**src/rtl/com_uart_responder.sv**
```systemverilog
// COM-port register block bridging the CPU bus to an 8N1 UART,
// with TX/RX FIFOs, a runtime baud divisor and a level interrupt.
module com_uart_responder #(
    parameter logic [7:0]  BASE_ADDR   = 8'h10,
    parameter int          FIFO_DEPTH  = 8,
    parameter logic [15:0] DEFAULT_DIV = 16'd434
) (
    input  logic       clk,
    input  logic       rst_n,
    input  logic [7:0] com_addr,
    input  logic       com_wr_en,
    input  logic [7:0] com_wr,
    input  logic       com_rd_en,
    output logic [7:0] com_rd,
    output logic       uart_tx,
    input  logic       uart_rx,
    output logic       irq
);
    localparam int AW = (FIFO_DEPTH > 1) ? $clog2(FIFO_DEPTH) : 1;
    localparam int CW = $clog2(FIFO_DEPTH + 1);
    localparam logic [CW-1:0] FULL = CW'(FIFO_DEPTH);

    localparam logic [1:0] TX_IDLE  = 2'd0;
    localparam logic [1:0] TX_START = 2'd1;
    localparam logic [1:0] TX_DATA  = 2'd2;
    localparam logic [1:0] TX_STOP  = 2'd3;

    localparam logic [2:0] RX_IDLE  = 3'd0;
    localparam logic [2:0] RX_START = 3'd1;
    localparam logic [2:0] RX_DATA  = 3'd2;
    localparam logic [2:0] RX_STOP  = 3'd3;
    localparam logic [2:0] RX_WAIT  = 3'd4;

    logic [7:0] off;
    logic       hit;
    logic       wr_data, wr_divlo, wr_divhi;
    logic       rd_data, rd_stat;

    // offset arithmetic keeps decode correct for any BASE_ADDR
    assign off      = com_addr - BASE_ADDR;
    assign hit      = (off[7:2] == 6'd0);
    assign wr_data  = com_wr_en & hit & (off[1:0] == 2'd0);
    assign wr_divlo = com_wr_en & hit & (off[1:0] == 2'd2);
    assign wr_divhi = com_wr_en & hit & (off[1:0] == 2'd3);
    assign rd_data  = com_rd_en & hit & (off[1:0] == 2'd0);
    assign rd_stat  = com_rd_en & hit & (off[1:0] == 2'd1);

    logic [15:0] div_q, div_d, div_eff;

    always_comb begin
        div_d = div_q;
        if (wr_divlo) div_d[7:0]  = com_wr;
        if (wr_divhi) div_d[15:8] = com_wr;
    end

    assign div_eff = (div_q < 16'd2) ? 16'd2 : div_q;

    logic [7:0]    tx_mem_q [FIFO_DEPTH];
    logic [AW-1:0] tx_wp_q, tx_wp_d, tx_rp_q, tx_rp_d;
    logic [CW-1:0] tx_cnt_q, tx_cnt_d;
    logic          tx_push, tx_pop, tx_empty, tx_full, tx_idle;

    assign tx_empty = (tx_cnt_q == '0);
    assign tx_full  = (tx_cnt_q == FULL);
    assign tx_push  = wr_data & (~tx_full | tx_pop);

    always_comb begin
        tx_wp_d  = tx_wp_q + AW'(tx_push);
        tx_rp_d  = tx_rp_q + AW'(tx_pop);
        tx_cnt_d = tx_cnt_q + CW'(tx_push) - CW'(tx_pop);
    end

    logic [1:0]  tx_st_q, tx_st_d;
    logic [15:0] tx_tick_q, tx_tick_d;
    logic [15:0] tx_div_q, tx_div_d;
    logic [2:0]  tx_bit_q, tx_bit_d;
    logic [7:0]  tx_sh_q, tx_sh_d;
    logic        tx_line_q, tx_line_d;
    logic        tx_last;

    assign tx_last = (tx_tick_q == tx_div_q - 16'd1);
    assign tx_idle = tx_empty & (tx_st_q == TX_IDLE);

    always_comb begin
        tx_st_d   = tx_st_q;
        tx_tick_d = tx_tick_q + 16'd1;
        tx_div_d  = tx_div_q;
        tx_bit_d  = tx_bit_q;
        tx_sh_d   = tx_sh_q;
        tx_line_d = tx_line_q;
        tx_pop    = 1'b0;
        unique case (tx_st_q)
            TX_IDLE: begin
                tx_tick_d = '0;
                tx_line_d = 1'b1;
                if (!tx_empty) tx_pop = 1'b1;
            end
            TX_START: begin
                if (tx_last) begin
                    tx_tick_d = '0;
                    tx_st_d   = TX_DATA;
                    tx_bit_d  = '0;
                    tx_line_d = tx_sh_q[0];
                end
            end
            TX_DATA: begin
                if (tx_last) begin
                    tx_tick_d = '0;
                    if (tx_bit_q == 3'd7) begin
                        tx_st_d   = TX_STOP;
                        tx_line_d = 1'b1;
                    end else begin
                        tx_bit_d  = tx_bit_q + 3'd1;
                        tx_sh_d   = {1'b0, tx_sh_q[7:1]};
                        tx_line_d = tx_sh_q[1];
                    end
                end
            end
            TX_STOP: begin
                if (tx_last) begin
                    tx_tick_d = '0;
                    if (!tx_empty) begin
                        tx_pop = 1'b1;
                    end else begin
                        tx_st_d   = TX_IDLE;
                        tx_line_d = 1'b1;
                    end
                end
            end
            default: tx_st_d = TX_IDLE;
        endcase
        // every frame start latches its own divisor
        if (tx_pop) begin
            tx_st_d   = TX_START;
            tx_sh_d   = tx_mem_q[tx_rp_q];
            tx_div_d  = div_eff;
            tx_tick_d = '0;
            tx_line_d = 1'b0;
        end
    end

    logic        rx_s1_q, rx_s2_q, rx_s3_q, rx_fall;
    logic [2:0]  rx_st_q, rx_st_d;
    logic [15:0] rx_tick_q, rx_tick_d;
    logic [15:0] rx_div_q, rx_div_d;
    logic [2:0]  rx_bit_q, rx_bit_d;
    logic [7:0]  rx_sh_q, rx_sh_d;
    logic        rx_done, rx_ferr;

    assign rx_fall = rx_s3_q & ~rx_s2_q;

    always_comb begin
        rx_st_d   = rx_st_q;
        rx_tick_d = rx_tick_q + 16'd1;
        rx_div_d  = rx_div_q;
        rx_bit_d  = rx_bit_q;
        rx_sh_d   = rx_sh_q;
        rx_done   = 1'b0;
        rx_ferr   = 1'b0;
        unique case (rx_st_q)
            RX_IDLE: begin
                rx_tick_d = '0;
                if (rx_fall) begin
                    rx_st_d  = RX_START;
                    rx_div_d = div_eff;
                end
            end
            RX_START: begin
                if (rx_tick_q == (rx_div_q >> 1) - 16'd1) begin
                    rx_tick_d = '0;
                    rx_bit_d  = '0;
                    rx_st_d   = rx_s2_q ? RX_IDLE : RX_DATA;
                end
            end
            RX_DATA: begin
                if (rx_tick_q == rx_div_q - 16'd1) begin
                    rx_tick_d = '0;
                    rx_sh_d   = {rx_s2_q, rx_sh_q[7:1]};
                    rx_bit_d  = rx_bit_q + 3'd1;
                    if (rx_bit_q == 3'd7) rx_st_d = RX_STOP;
                end
            end
            RX_STOP: begin
                if (rx_tick_q == rx_div_q - 16'd1) begin
                    rx_tick_d = '0;
                    rx_done   = rx_s2_q;
                    rx_ferr   = ~rx_s2_q;
                    rx_st_d   = rx_s2_q ? RX_IDLE : RX_WAIT;
                end
            end
            RX_WAIT: begin
                rx_tick_d = '0;
                if (rx_s2_q) rx_st_d = RX_IDLE;
            end
            default: rx_st_d = RX_IDLE;
        endcase
    end

    logic [7:0]    rx_mem_q [FIFO_DEPTH];
    logic [AW-1:0] rx_wp_q, rx_wp_d, rx_rp_q, rx_rp_d;
    logic [CW-1:0] rx_cnt_q, rx_cnt_d;
    logic          rx_push, rx_pop, rx_empty, rx_full, rx_ovf;
    logic          ov_q, ov_d, fe_q, fe_d;

    assign rx_empty = (rx_cnt_q == '0);
    assign rx_full  = (rx_cnt_q == FULL);
    assign rx_pop   = rd_data & ~rx_empty;
    assign rx_push  = rx_done & (~rx_full | rx_pop);
    assign rx_ovf   = rx_done & rx_full & ~rx_pop;

    always_comb begin
        rx_wp_d  = rx_wp_q + AW'(rx_push);
        rx_rp_d  = rx_rp_q + AW'(rx_pop);
        rx_cnt_d = rx_cnt_q + CW'(rx_push) - CW'(rx_pop);
        ov_d     = rx_ovf  | (ov_q & ~rd_stat);
        fe_d     = rx_ferr | (fe_q & ~rd_stat);
    end

    always_comb begin
        com_rd = 8'h00;
        if (com_rd_en & hit) begin
            unique case (off[1:0])
                2'd0: com_rd = rx_empty ? 8'h00 : rx_mem_q[rx_rp_q];
                2'd1: com_rd = {3'b0, fe_q, ov_q, tx_idle, tx_full, ~rx_empty};
                2'd2: com_rd = div_q[7:0];
                2'd3: com_rd = div_q[15:8];
                default: com_rd = 8'h00;
            endcase
        end
    end

    assign uart_tx = tx_line_q;
    assign irq     = ~rx_empty | ov_q | fe_q;

    always_ff @(posedge clk) begin
        if (tx_push) tx_mem_q[tx_wp_q] <= com_wr;
        if (rx_push) rx_mem_q[rx_wp_q] <= rx_sh_q;
    end

    always_ff @(posedge clk or negedge rst_n) begin
        if (!rst_n) begin
            div_q     <= DEFAULT_DIV;
            tx_wp_q   <= '0;
            tx_rp_q   <= '0;
            tx_cnt_q  <= '0;
            tx_st_q   <= TX_IDLE;
            tx_tick_q <= '0;
            tx_div_q  <= 16'd2;
            tx_bit_q  <= '0;
            tx_sh_q   <= '0;
            tx_line_q <= 1'b1;
            rx_s1_q   <= 1'b1;
            rx_s2_q   <= 1'b1;
            rx_s3_q   <= 1'b1;
            rx_st_q   <= RX_IDLE;
            rx_tick_q <= '0;
            rx_div_q  <= 16'd2;
            rx_bit_q  <= '0;
            rx_sh_q   <= '0;
            rx_wp_q   <= '0;
            rx_rp_q   <= '0;
            rx_cnt_q  <= '0;
            ov_q      <= 1'b0;
            fe_q      <= 1'b0;
        end else begin
            div_q     <= div_d;
            tx_wp_q   <= tx_wp_d;
            tx_rp_q   <= tx_rp_d;
            tx_cnt_q  <= tx_cnt_d;
            tx_st_q   <= tx_st_d;
            tx_tick_q <= tx_tick_d;
            tx_div_q  <= tx_div_d;
            tx_bit_q  <= tx_bit_d;
            tx_sh_q   <= tx_sh_d;
            tx_line_q <= tx_line_d;
            rx_s1_q   <= uart_rx;
            rx_s2_q   <= rx_s1_q;
            rx_s3_q   <= rx_s2_q;
            rx_st_q   <= rx_st_d;
            rx_tick_q <= rx_tick_d;
            rx_div_q  <= rx_div_d;
            rx_bit_q  <= rx_bit_d;
            rx_sh_q   <= rx_sh_d;
            rx_wp_q   <= rx_wp_d;
            rx_rp_q   <= rx_rp_d;
            rx_cnt_q  <= rx_cnt_d;
            ov_q      <= ov_d;
            fe_q      <= fe_d;
        end
    end

endmodule
```
**config.mk**
```make
export PLATFORM = sky130hd
export DESIGN_NAME = com_uart_responder
export DESIGN_NICKNAME = d
export VERILOG_FILES = /design/src/rtl/com_uart_responder.sv
export SDC_FILE = /design/constraint.sdc
export NUM_CORES = 1
export LEC_CHECK = 0
export CAP_MARGIN = 20
export CORE_MARGIN = 3
export CORE_UTILIZATION = 63
export CTS_CLUSTER_DIAMETER = 50
export DETAILED_ROUTE_END_ITERATION = 8
export DONT_BUFFER_PORTS = 1
export GPL_TIMING_DRIVEN = 0
export PLACE_DENSITY = 0.78
export SLEW_MARGIN = 0
export SYNTH_ARGS = -nofsm -noshare
export SYNTH_HDL_FRONTEND = slang
export SYNTH_SLANG_ARGS = --single-unit
```
**constraint.sdc**
```tcl
create_clock -name clk -period 6.99 [get_ports clk]
set_input_delay 0.3495 -clock clk [delete_from_list [all_inputs] [get_ports clk]]
set_output_delay 0.3495 -clock clk [all_outputs]
set_load 0.05 [all_outputs]
```
# Word level (Yosys, flattened, before mapping)
# Memories as Yosys holds them, arrays and structs flattened.
# Cells that the tools add are included.
# W data, S select, Z words.
[classes]
n_lt_le_gt_ge = 1
addsub = 16
n_mux = 55
eq_ne = 32
n_reduce_logical = 22
n_bitwise = 28
[ops]
columns = ["operator", "n"]
rows = [
  ["$mux W16", 5],
  ["$eq A16 B16 Y1", 3],
  ["$mux W8", 6],
  ["$pmux W16 S3", 1],
  ["$mux W3", 12],
  ["$add A16 B1 Y16 const B", 2],
  ["$pmux W16 S2", 1],
  ["$pmux W8 S4", 1],
  ["$sub A16 B1 Y16 const B", 2],
  ["$ne A2 B2 Y1 const B", 10],
  ["$and A1 B1 Y1", 16],
  ["$lt A16 B2 Y1 const B", 1],
  ["$mux W1", 16],
  ["$sub A15 B1 Y16 const B", 1],
  ["$ne A3 B3 Y1 const B", 5],
  ["$pmux W3 S5", 1],
  ["$mux W2", 7],
  ["$add A3 B1 Y3", 4],
  ["$pmux W3 S2", 2],
  ["$reduce_and A6 Y1", 2],
  ["$eq A3 B3 Y1 const B", 3],
  ["$add A4 B1 Y4", 2],
  ["$eq A2 B2 Y1 const B", 4],
  ["$eq A4 B4 Y1 const B", 2],
  ["22 further kinds", 45],
]
[word_totals]
output_inout_bits = 10
reg_bits = 133
input_bits = 21
ramBits = 128
elab_cells = 180
n_memories = 2
[memory_table]
columns = ["name", "words", "width", "rd", "rd_clocked_by_memory_dff", "write_ports", "line", "text"]
rows = [
  ["rx_mem_q", 8, 8, 1, 0, 1, "199", "logic [7:0] rx_mem_q [FIFO_DEPTH];"],
  ["tx_mem_q", 8, 8, 1, 0, 1, "58", "logic [7:0] tx_mem_q [FIFO_DEPTH];"],
]

# Logic depth before layout (Yosys ltp)
[logic_depth]
word_depth = 9
ltp_mapped = 16

# Least setup slack after synthesis
# No wires, ideal clock.
[synth_timing]
kind = "reg-to-output"
startpoint = "register rx_rp_q[0]"
endpoint = "output port com_rd[3]"
n_path_buf = 2
stages_incl_launch_ff = 7
setup_slack_ns = 2.423
t_arrival_ns = 4.217
path_cell_list = "dfrtp_1 -> clkbuf_1 -> buf_1 -> mux4_2 -> mux2_2 -> a21oi_1 -> a2111oi_0"
[synth_between]
elab_chain_len = 4
[synth_rtl]
columns = ["element", "line", "text"]
rows = [
  ["start: declaration", "200", "logic [AW-1:0] rx_wp_q, rx_wp_d, rx_rp_q, rx_rp_d;"],
  ["start signal: assignment", "285", "rx_rp_q <= rx_rp_d;"],
  ["$mem_v2 Z8 W8", "--", ""],
  ["$mux W8", "223", "2'd0: com_rd = rx_empty ? 8'h00 : rx_mem_q[rx_rp_q];"],
  ["$pmux W8 S4", "222", "unique case (off[1:0])"],
  ["$mux W8", "221", "if (com_rd_en & hit) begin"],
  ["end: declaration", "14", "output logic [7:0] com_rd,"],
]
# No other way between the ends.

# Worst setup path after layout
[layout_timing]
startpoint = "register rx_div_q[1]"
endpoint = "memory rx_mem_q[0][0] (enable)"
[layout_between]
elab_chain_len = 7
[layout_rtl]
columns = ["element", "line", "text"]
rows = [
  ["start: declaration", "145", "logic [15:0] rx_div_q, rx_div_d;"],
  ["start signal: assignment", "281", "rx_div_q <= rx_div_d;"],
  ["$sub A16 B1 Y16", "184", "if (rx_tick_q == rx_div_q - 16'd1) begin"],
  ["$eq A16 B16 Y1", "184", ""],
  ["$mux W1", "184", ""],
  ["$mux W1", "160", "unique case (rx_st_q)"],
  ["$and A1 B1 Y1", "208", "assign rx_push = rx_done & (~rx_full | rx_pop);"],
  ["$mux W1", "237", "if (rx_push) rx_mem_q[rx_wp_q] <= rx_sh_q;"],
  ["$mux W1 (not written as such)", "237", ""],
  ["end: declaration", "199", ""],
]
# No other way between the ends.

==> impl_metrics.xml <==
<?xml version="1.0" encoding="UTF-8"?>
<metrics>
  <group name="routing">
    <metric name="first_pass_iters" unit="">5</metric>
    <metric name="detailed_route_wl" unit="mm">27.0</metric>
    <metric name="starting_drt_drc_count" unit="">619</metric>
    <metric name="via_count_normalized_by_instance_count" unit="">6.06</metric>
    <metric name="dr_total_vias" unit="">8114</metric>
    <metric name="drtAntennaViolNets" unit="">0</metric>
    <metric name="drt_drc_violations_left" unit="">0</metric>
    <metric name="wl_per_cell" unit="µm">20.2</metric>
  </group>
  <group name="synthesis">
    <metric name="synth_sequential_area_ratio" unit="%">55.9</metric>
    <metric name="synth_fp_nets" unit="">1055</metric>
    <metric name="synth_area_per_cell" unit="µm²">12.9</metric>
    <metric name="synth-warning-count" unit="">0</metric>
    <metric name="edff_count_synth" unit="">128</metric>
    <metric name="syn_inst" unit="">997</metric>
    <metric name="synth.cell_area" unit="µm²">12900</metric>
    <metric name="synth_cell_type_count" unit="">77</metric>
    <metric name="synth_async_sr_flop_share" unit="%">51.0</metric>
    <metric name="postSynth.topFlopCell" unit="">sky130_fd_sc_hd__edfxtp_1</metric>
    <metric name="yosys_register_bits" unit="">261</metric>
  </group>
  <group name="floorplanning">
    <metric name="placementRows" unit="">51</metric>
    <metric name="core_region_area" unit="µm²">19800</metric>
    <metric name="start_util" unit="%">65.0</metric>
    <metric name="fp.dieArea" unit="µm²">22200</metric>
    <metric name="die_height" unit="µm">149</metric>
    <metric name="io-pin-count" unit="">31</metric>
    <metric name="chipWidth" unit="µm">149</metric>
  </group>
  <group name="finish">
    <metric name="area_growth_syn_to_layout" unit="%">11.4</metric>
    <metric name="final_layout_size_suffix_gt1_share" unit="%">18.1</metric>
    <metric name="finish.net_count" unit="">1109</metric>
    <metric name="antenna_cells_inserted" unit="">0</metric>
    <metric name="most_common_library_cell_in_the_layout_ignoring_fill_and_taps" unit="">sky130_fd_sc_hd__edfxtp_1</metric>
    <metric name="core_utilization_of_the_finished_layout" unit="%">72.4</metric>
    <metric name="layout_common_cells" unit="">sky130_fd_sc_hd__edfxtp_1 (128), sky130_fd_sc_hd__dfrtp_1 (122), sky130_fd_sc_hd__nor2_1 (91)</metric>
  </group>
  <group name="sta">
    <metric name="max_fclk" unit="MHz">219</metric>
    <metric name="post-route-period-util" unit="%">65.2</metric>
    <metric name="timing_worst_slew_pin_value" unit="ps">1060</metric>
    <metric name="setup_tns" unit="ps">0</metric>
    <metric name="report.final.setup_viol" unit="">0</metric>
    <metric name="setup_repair_after_global_routing_missed_its_margin" unit="">no</metric>
    <metric name="max-slew-margin-rel" unit="%">28.8</metric>
    <metric name="finalHoldWorstSlack" unit="ps">207</metric>
    <metric name="final_count_of_hold_timing_violations" unit="">0</metric>
    <metric name="finalMaxSlewViolations" unit="">0</metric>
    <metric name="largest_clock_skew_in_the_final_design" unit="ps">16.7</metric>
    <metric name="post-route-min-period" unit="ps">4560</metric>
  </group>
  <group name="clock_network">
    <metric name="cts.path.max_buffers" unit="">3</metric>
    <metric name="cts_buffers" unit="">29</metric>
    <metric name="root_buffer" unit="">sky130_fd_sc_hd__clkbuf_16</metric>
    <metric name="cts_hold_buffers" unit="">11</metric>
    <metric name="clock-sinks" unit="">261</metric>
    <metric name="number_of_post_cts_setup_repair_buffers" unit="">0</metric>
    <metric name="cts.htree.levels" unit="">1</metric>
    <metric name="cts.repair.resized" unit="">0</metric>
    <metric name="cts_tree" unit="">done</metric>
    <metric name="worst_setup_hold_path_clk_slew" unit="ps">60</metric>
    <metric name="clock_insertion_delay_worst_skew" unit="ps">540</metric>
  </group>
  <group name="global_route">
    <metric name="antenna_found_initial" unit="">0</metric>
    <metric name="grt.total_usage" unit="%">25.3</metric>
    <metric name="grt.overflow.total" unit="">0</metric>
    <metric name="grt_start_max_net_pins" unit="">134</metric>
    <metric name="first_global_vias" unit="">8192</metric>
    <metric name="wire_length_of_the_first_global_routing_pass" unit="mm">44.4</metric>
  </group>
  <group name="setup_path">
    <metric name="ff2ff_path_depth" unit="">11</metric>
    <metric name="type_of_the_worst_setup_path" unit="">reg -&gt; reg</metric>
    <metric name="critPathRequiredTime" unit="ps">7240</metric>
    <metric name="start_kind" unit="">register</metric>
    <metric name="setup.worst_path.end_class" unit="">register</metric>
    <metric name="critical_path.max_fanout" unit="">7</metric>
    <metric name="timing.critical_path.arrival" unit="ps">4810</metric>
  </group>
  <group name="placed_design">
    <metric name="port_buffers" unit="">0</metric>
    <metric name="globalplace.congestion" unit="">0.822</metric>
    <metric name="place_hpwl" unit="mm">18.4</metric>
  </group>
  <group name="power">
    <metric name="power.static_leakage" unit="nW">5.78</metric>
    <metric name="fin_total_pwr" unit="mW">4.64</metric>
    <metric name="worst_ir_drop_on_vdd" unit="µV">270</metric>
    <metric name="cellPowerDensity" unit="nW/µm²">324</metric>
  </group>
  <group name="outcome">
    <metric name="run_status" unit="">completed</metric>
  </group>
  <group name="run">
    <metric name="cap_violations" unit="">0</metric>
  </group>
  <group name="worst_hold_path">
    <metric name="hold_depth" unit="">4</metric>
    <metric name="class_of_the_most_critical_hold_timing_path" unit="">in -&gt; reg</metric>
  </group>
</metrics>
[worst max-delay path, cell delays in order, from the launching register on]
cell and delay, ps:
sky130_fd_sc_hd__dfstp_2 360, sky130_fd_sc_hd__clkbuf_1 190, sky130_fd_sc_hd__inv_1 220, sky130_fd_sc_hd__ha_1 320, sky130_fd_sc_hd__or4b_4 560, sky130_fd_sc_hd__nor4_1 290
sky130_fd_sc_hd__a31o_2 250, sky130_fd_sc_hd__nor4bb_1 480, sky130_fd_sc_hd__nand4_1 350, sky130_fd_sc_hd__nand2b_1 300, sky130_fd_sc_hd__nor3_1 660, sky130_fd_sc_hd__buf_4 280
[sequential cells by signal, summed over array words and instances, names as in the netlist, 3 cells and up]
| signal | cells |
|---|---|
| div_q | 16 |
| rx_bit_q | 3 |
| rx_cnt_q | 4 |
| rx_div_q | 16 |
| rx_mem_q | 64 |
| rx_rp_q | 3 |
| rx_sh_q | 8 |
| rx_st_q | 3 |
| rx_tick_q | 16 |
| rx_wp_q | 3 |
| tx_bit_q | 3 |
| tx_cnt_q | 4 |
| tx_div_q | 16 |
| tx_mem_q | 64 |
| tx_rp_q | 3 |
| tx_sh_q | 8 |
| tx_tick_q | 16 |
| tx_wp_q | 3 |
[logic make-up after synthesis]
family	after synthesis	share of synthesized area (%)
adder cells (fa/ha/maj)	37	3.72
multiplexers	124	13.4
buffers and inverters	80	2.55
AO/OA/AOI/OAI	108	5.92
XOR/XNOR	84	5.94
flip-flops	261	55.9
AND/OR/NAND/NOR	303	12.6
[layout make-up]
| class | instances | area (µm²) |
|---|---|---|
| Timing Repair Buffer | 23 | 221 |
| Tap cell | 265 | 332 |
| Clock buffer | 44 | 792 |
| Fill cell | 1331 | 5460 |
| Inverter | 33 | 124 |
| Clock inverter | 9 | 60.1 |
| Sequential cell | 261 | 7190 |
| Multi-Input combinational cell | 656 | 5400 |
| Buffer | 47 | 204 |
[per-stage QoR]
| step | area, µm² | worst slack, ps | instances |
|---|---|---|---|
| finish | 14300 | 2430 | 1338 |
| global route | 14300 | 1920 | 1338 |
| global placement | 13200 | 1580 | 1262 |
| detailed placement | 13300 | 2420 | 1274 |
| floorplan | 12900 | 2420 | 997 |
| CTS | 14300 | 2380 | 1338 |
[routing by layer]
layer	vias to the layer above	wire, µm	global-route usage [%]	share of wire (%)
li1	3793	-	-	-
met1	4084	11700	35.5	43
met2	187	13300	41.8	49
met3	50	1320	4.19	4.9
met4	0	671	6.41	2.5
met5	-	0	0	0
[power breakdown]
group	total, mW	leakage (nW)	internal [mW]	switching (mW)
registers	1.91	2.92	1.76	0.147
logic	1.37	2.44	0.617	0.749
clock network	1.37	0.418	0.783	0.587
[final timing paths]
kind,start,to,slack (ps)
worst min register to register,rx_s1_q,rx_s2_q,360
min in group asynchronous,rst_n,tx_rp_q[1],470
worst max-delay path,rx_div_q[1],rx_mem_q[0][0],2430
worst max register to register,rx_div_q[1],rx_mem_q[0][0],2430
worst min-delay path,com_addr[0],ov_q,210
max in group asynchronous,rst_n,rx_st_q[0],5990
[cell usage after synthesis (10+ instances only)]
master | number | area (µm²)
sky130_fd_sc_hd__mux2i_1 | 31 | 310
sky130_fd_sc_hd__nand3_1 | 30 | 150
sky130_fd_sc_hd__nand2b_1 | 13 | 81.3
sky130_fd_sc_hd__nor2_1 | 91 | 342
sky130_fd_sc_hd__inv_1 | 33 | 124
sky130_fd_sc_hd__a31oi_1 | 13 | 81.3
sky130_fd_sc_hd__xnor2_1 | 36 | 315
sky130_fd_sc_hd__a21oi_1 | 19 | 95.1
sky130_fd_sc_hd__clkbuf_1 | 35 | 131
sky130_fd_sc_hd__nor3_1 | 22 | 110
sky130_fd_sc_hd__edfxtp_1 | 128 | 3840
sky130_fd_sc_hd__dfrtp_1 | 122 | 3050
sky130_fd_sc_hd__mux4_2 | 32 | 721
sky130_fd_sc_hd__xor2_1 | 46 | 403
sky130_fd_sc_hd__dfstp_2 | 11 | 289
sky130_fd_sc_hd__and3_1 | 12 | 75.1
sky130_fd_sc_hd__nand2_1 | 44 | 165
sky130_fd_sc_hd__nand4_1 | 12 | 75.1
sky130_fd_sc_hd__o21ai_0 | 20 | 100
sky130_fd_sc_hd__nor2b_1 | 11 | 68.8
sky130_fd_sc_hd__mux2_2 | 59 | 664
sky130_fd_sc_hd__nor4_1 | 10 | 62.6
sky130_fd_sc_hd__ha_1 | 35 | 438
No activity file was read; power rests on OpenSTA's default activity.
